**src/rtl/shr_iter.sv**
```systemverilog
// ============================================================================
// shr_iter : multi-cycle logical/arithmetic right shifter, coarse + 1-bit steps
// Rev 1.0
// ============================================================================
`default_nettype none

module shr_iter #(
  parameter int WIDTH   = 32,
  parameter int SHAMT_W = 5,
  parameter int STEP    = 4
) (
  input  logic               clk_i,
  input  logic               rst_i,
  input  logic               in_valid_i,
  output logic               in_ready_o,
  input  logic [WIDTH-1:0]   a_i,
  input  logic [SHAMT_W-1:0] shamt_i,
  input  logic               arith_i,
  input  logic               flush_i,
  output logic               out_valid_o,
  input  logic               out_ready_i,
  output logic [WIDTH-1:0]   result_o,
  output logic               busy_o
);

  typedef enum logic [1:0] {
    IDLE  = 2'd0,
    SHIFT = 2'd1,
    DONE  = 2'd2
  } state_e;

  localparam logic [SHAMT_W-1:0] STEP_C = SHAMT_W'(STEP);
  localparam logic [SHAMT_W-1:0] ONE_C  = SHAMT_W'(1);

  state_e             state_q, state_d;
  logic [WIDTH-1:0]   data_q, data_d;
  logic [WIDTH-1:0]   result_q, result_d;
  logic [SHAMT_W-1:0] count_q, count_d;
  logic               fill_q, fill_d;

  always_ff @(posedge clk_i or posedge rst_i) begin
    if (rst_i) begin
      state_q  <= IDLE;
      data_q   <= '0;
      result_q <= '0;
      count_q  <= '0;
      fill_q   <= 1'b0;
    end else begin
      state_q  <= state_d;
      data_q   <= data_d;
      result_q <= result_d;
      count_q  <= count_d;
      fill_q   <= fill_d;
    end
  end

  always_comb begin
    state_d  = state_q;
    data_d   = data_q;
    result_d = result_q;
    count_d  = count_q;
    fill_d   = fill_q;
    case (state_q)
      IDLE: begin
        if (in_valid_i && !flush_i) begin
          data_d  = a_i;
          count_d = shamt_i;
          fill_d  = arith_i & a_i[WIDTH-1];
          if (shamt_i == '0) begin
            state_d  = DONE;
            result_d = a_i;
          end else begin
            state_d = SHIFT;
          end
        end
      end
      SHIFT: begin
        if (flush_i) begin
          state_d = IDLE;
        end else begin
          // Coarse steps first, then single bits for the remainder.
          if (count_q >= STEP_C) begin
            data_d  = {{STEP{fill_q}}, data_q[WIDTH-1:STEP]};
            count_d = count_q - STEP_C;
          end else begin
            data_d  = {fill_q, data_q[WIDTH-1:1]};
            count_d = count_q - ONE_C;
          end
          if (count_d == '0) begin
            state_d  = DONE;
            result_d = data_d;
          end
        end
      end
      DONE: begin
        if (flush_i || out_ready_i) begin
          state_d = IDLE;
        end
      end
      default: begin
        state_d = IDLE;
      end
    endcase
  end

  assign in_ready_o  = (state_q == IDLE);
  assign busy_o      = (state_q != IDLE);
  assign out_valid_o = (state_q == DONE);
  assign result_o    = result_q;

endmodule

`default_nettype wire
```
**config.mk**
```make
export PLATFORM = sky130hd
export DESIGN_NAME = shr_iter
export DESIGN_NICKNAME = d
export VERILOG_FILES = /design/src/rtl/shr_iter.sv
export SDC_FILE = /design/constraint.sdc
export NUM_CORES = 1
export LEC_CHECK = 0
export CORE_ASPECT_RATIO = 0.5
export CORE_MARGIN = 4
export CORE_UTILIZATION = 45
export DETAILED_ROUTE_END_ITERATION = 12
export GPL_TIMING_DRIVEN = 0
export HOLD_SLACK_MARGIN = 0.06
export PLACE_DENSITY = 0.76
export SLEW_MARGIN = 20
export SYNTH_ARGS = -nofsm -noshare
export SYNTH_HDL_FRONTEND = slang
export SYNTH_SLANG_ARGS = --single-unit
```
**constraint.sdc**
```tcl
create_clock -name clk_i -period 3.5 [get_ports clk_i]
set_clock_uncertainty 0.05 [all_clocks]
set_input_delay 0.7 -clock clk_i [delete_from_list [all_inputs] [get_ports clk_i]]
set_output_delay 0.7 -clock clk_i [all_outputs]
set_load 0.02 [all_outputs]
```
==> flow_metrics.tcl <==
set metrics [dict create \
    yosysUniqueCellTypes 42 \
    antenna_found_initial 0 \
    rows 22 \
    critPathTopFamily "compound AO/OA/AOI/OAI gates" \
    drt_iter0_drc 275 \
    synth_edf_count 0 \
    yosysTopAreaCell "dfrtp_1" \
    io-pin-count 78 \
    grt_pass1_vias 3211 \
    hold_path_class "reg2reg" \
    rsz0062_at_grt "no" \
    status "finished clean" \
    routed_wl_um 9480 \
    critPathRequiredTime_ns 3.67 \
    syn2layout_area_growth_pct 35.9 \
    ir_worst_vdd_uv 428 \
    hold_viol_final 0 \
    cts.clk_slew.worst_paths_ns 0.06 \
    synth.top_cell.area_share_pct 48.7 \
    synth_nets 463 \
    cts_root_buf "clkbuf_16" \
    crit_chain "clkdlybuf4s50_1 > or4b_1 > o22ai_1 > o21ai_1 > o21ai_4 > buf_6 > mux2_1" \
    path_max_fanout 10 \
    syn_area_um2 3650 \
    finalInstanceArea_um2 4960 \
    grt_overflow 0 \
    crit_path_start_kind "input port" \
    via_count 3261 \
    post_cts_resized 0 \
    dpl_cell_area_um2 4580 \
    finalMaxSlewViolations 0 \
    grt_max_degree 38 \
    synthTopCellsByArea "dfrtp_1 (49%), nand2_1 (15%), mux2_1 (8.6%)" \
    cp.arrival_ns 3.08 \
    vias_per_cell 5.28 \
    holdBufCountCts 0 \
    cp_num_buf_inv 2 \
    yosys_most_used_dff "dfrtp_1" \
    period_share_pct 83.2 \
    grt-busiest-layer "met2" \
    power.density_nw_per_um2 1000 \
    crit_path_top_delay_cell "clkdlybuf4s50_1" \
    ys_seq_area_share_pct 48.7 \
    final_antenna_net_count 0 \
    gp_congestion 0.877 \
    diodes 0 \
    hpwl_um 6630 \
    grt_pass1_wl_um 15900 \
    slowest_delay_ns 0.51 \
    initial_utilization_pct 48.0 \
    setup_viol 0 \
    met2_usage_pct 31.1 \
    endpoint_kind "flip-flop" \
    critPathKind "in2reg" \
    dieHeight_um 71.7 \
    dieArea_um2 9700 \
    htreeDepth 3 \
    timing.fmax_mhz 343 \
    grt_use_met1_pct 29.4 \
    layout-drive-gt1-share_pct 6.47 \
    ys_seq_elements 71 \
    maxCapViolCount 0 \
    port_buffers 77 \
    cts_tree "built" \
    netlist_instances 416 \
    cts_setup_buffers 0 \
    wl_per_cell_um 15.3 \
    clk_latency_ns 0.34 \
    power.leakage_nw 2.16 \
    total_power_w 0.00498 \
    use_met3_pct 5.40 \
    num-nets-final 552 \
    worst_pin_slew_ns 0.710 \
    fillerInstances 624 \
    drcViolationCount 0 \
    track_usage_pct 20.9 \
    core_um2 7600 \
    cts_buffer_depth 2 \
    period_minus_slack_ns 2.91 \
    relSlewSlack_pct 52.5 \
    cts_made_buffers 9 \
    yosysWarnings 0 \
    die_w_um 135 \
    drt-pass1-iter-count 5 \
    cts_sinks 71 \
    postSynthAreaPerCell_um2 8.77 \
    async_flop_share_pct 100 \
]
## through the flow
| stage | std cells | util (%) | hold slack (ns) | TNS, ns | worst slack, ns |
|---|---|---|---|---|---|
| final | 618 | 65.3 | 0.433 | 0 | 0.587 |
| after global routing | 618 | 65.3 | 0.443 | 0 | 0.461 |
| after CTS | 618 | 65.3 | 0.428 | 0 | 0.592 |
| after detailed placement | 602 | 60.3 | 0.413 | 0 | 0.278 |
| after global placement | 601 | 60.0 | 0.411 | -17.39 | -0.247 |
| after floorplan | 416 | - | 0.396 | 0 | 0.953 |
## synthesized netlist by cell type (2+ instances only)
master	instances
nand2_1	146
dfrtp_1	71
nor2_1	38
a31oi_1	30
mux2_1	28
clkbuf_1	21
inv_1	10
a21oi_1	8
o21ai_0	7
mux2_2	5
o21ai_1	5
ha_1	4
nor2b_1	4
buf_6	3
nor3_1	3
o22ai_1	3
buf_2	2
nand2b_1	2
o21a_1	2
xnor2_1	2
## cell families after synthesis
logic type                 count (synthesis)  synth area share (%)
AOI/OAI and AO/OA                         67                  12.6
xor gates and xnor gates                   2                 0.480
adders and majority gates                  4                  1.37
buffers and inverters                     37                  4.49
DFF                                       71                  48.7
muxes                                     34                  10.5
and+or+nand+nor                          201                  21.9
## final cells by class
| cell class | instances | area, µm² | share of cell area, % |
|---|---|---|---|
| well taps | 108 | 135 | 2.72 |
| multi-input cells | 308 | 1710 | 34.5 |
| plain buffers | 27 | 126 | 2.55 |
| inverters | 10 | 40.0 | 0.807 |
| clock buffers | 11 | 253 | 5.10 |
| repair buffers | 78 | 791 | 15.9 |
| flip-flops and latches | 71 | 1780 | 35.8 |
| clock inverters | 5 | 128 | 2.57 |
## power by group
part	total, W	switching, W	internal, W
combinational	0.00230	0.00133	0.000976
sequential	0.00152	0.000284	0.00124
clock	0.00116	0.000350	0.000807
## final timing paths
kind,startpoint,endpoint,slack [ns],depth (start not counted)
max,flush_i,result_o[24]$_DFFE_PP0P_,0.59,7
min,result_o[6]$_DFFE_PP0P_,result_o[6]$_DFFE_PP0P_,0.43,1
max reg2reg,count_q[2]$_DFFE_PP0P_,result_o[24]$_DFFE_PP0P_,0.78,8
min reg2reg,result_o[6]$_DFFE_PP0P_,result_o[6]$_DFFE_PP0P_,0.43,1
max in group asynchronous,rst_i,data_q[11]$_DFFE_PP0P_,2.13,3
min in group asynchronous,rst_i,data_q[23]$_DFFE_PP0P_,0.72,2
## routing by layer
layer / up-vias / share of wire, %
met2: 87 / 45
li1: 1576 / -
met1: 1583 / 49
met3: 15 / 4.8
met5: - / 0
met4: 0 / 1.8
## state kept, by name, indices dropped and copies added, names as in the netlist
name / cells
count_q: 5
data_q: 31
state_q: 2
result_o: 32
fill_q: 1
## cell usage in the layout (no fill, tap or decap), types with 2 or more instances in the layout
cell type        count
nor2_1              38
buf_2                2
o21a_1               2
o21ai_0              7
a21oi_1              8
clkbuf_8             2
nand2b_1             2
mux2_1              28
dfrtp_1             71
o21ai_1              5
nand2_1            146
mux2_2               5
o22ai_1              3
ha_1                 4
clkdlybuf4s50_1     77
clkbuf_1            21
bufinv_16            4
a31oi_1             30
inv_1                9
nor3_1               3
buf_6                3
xnor2_1              2
clkbuf_16            9
nor2b_1              4
Power figures use the tool's default switching activity.
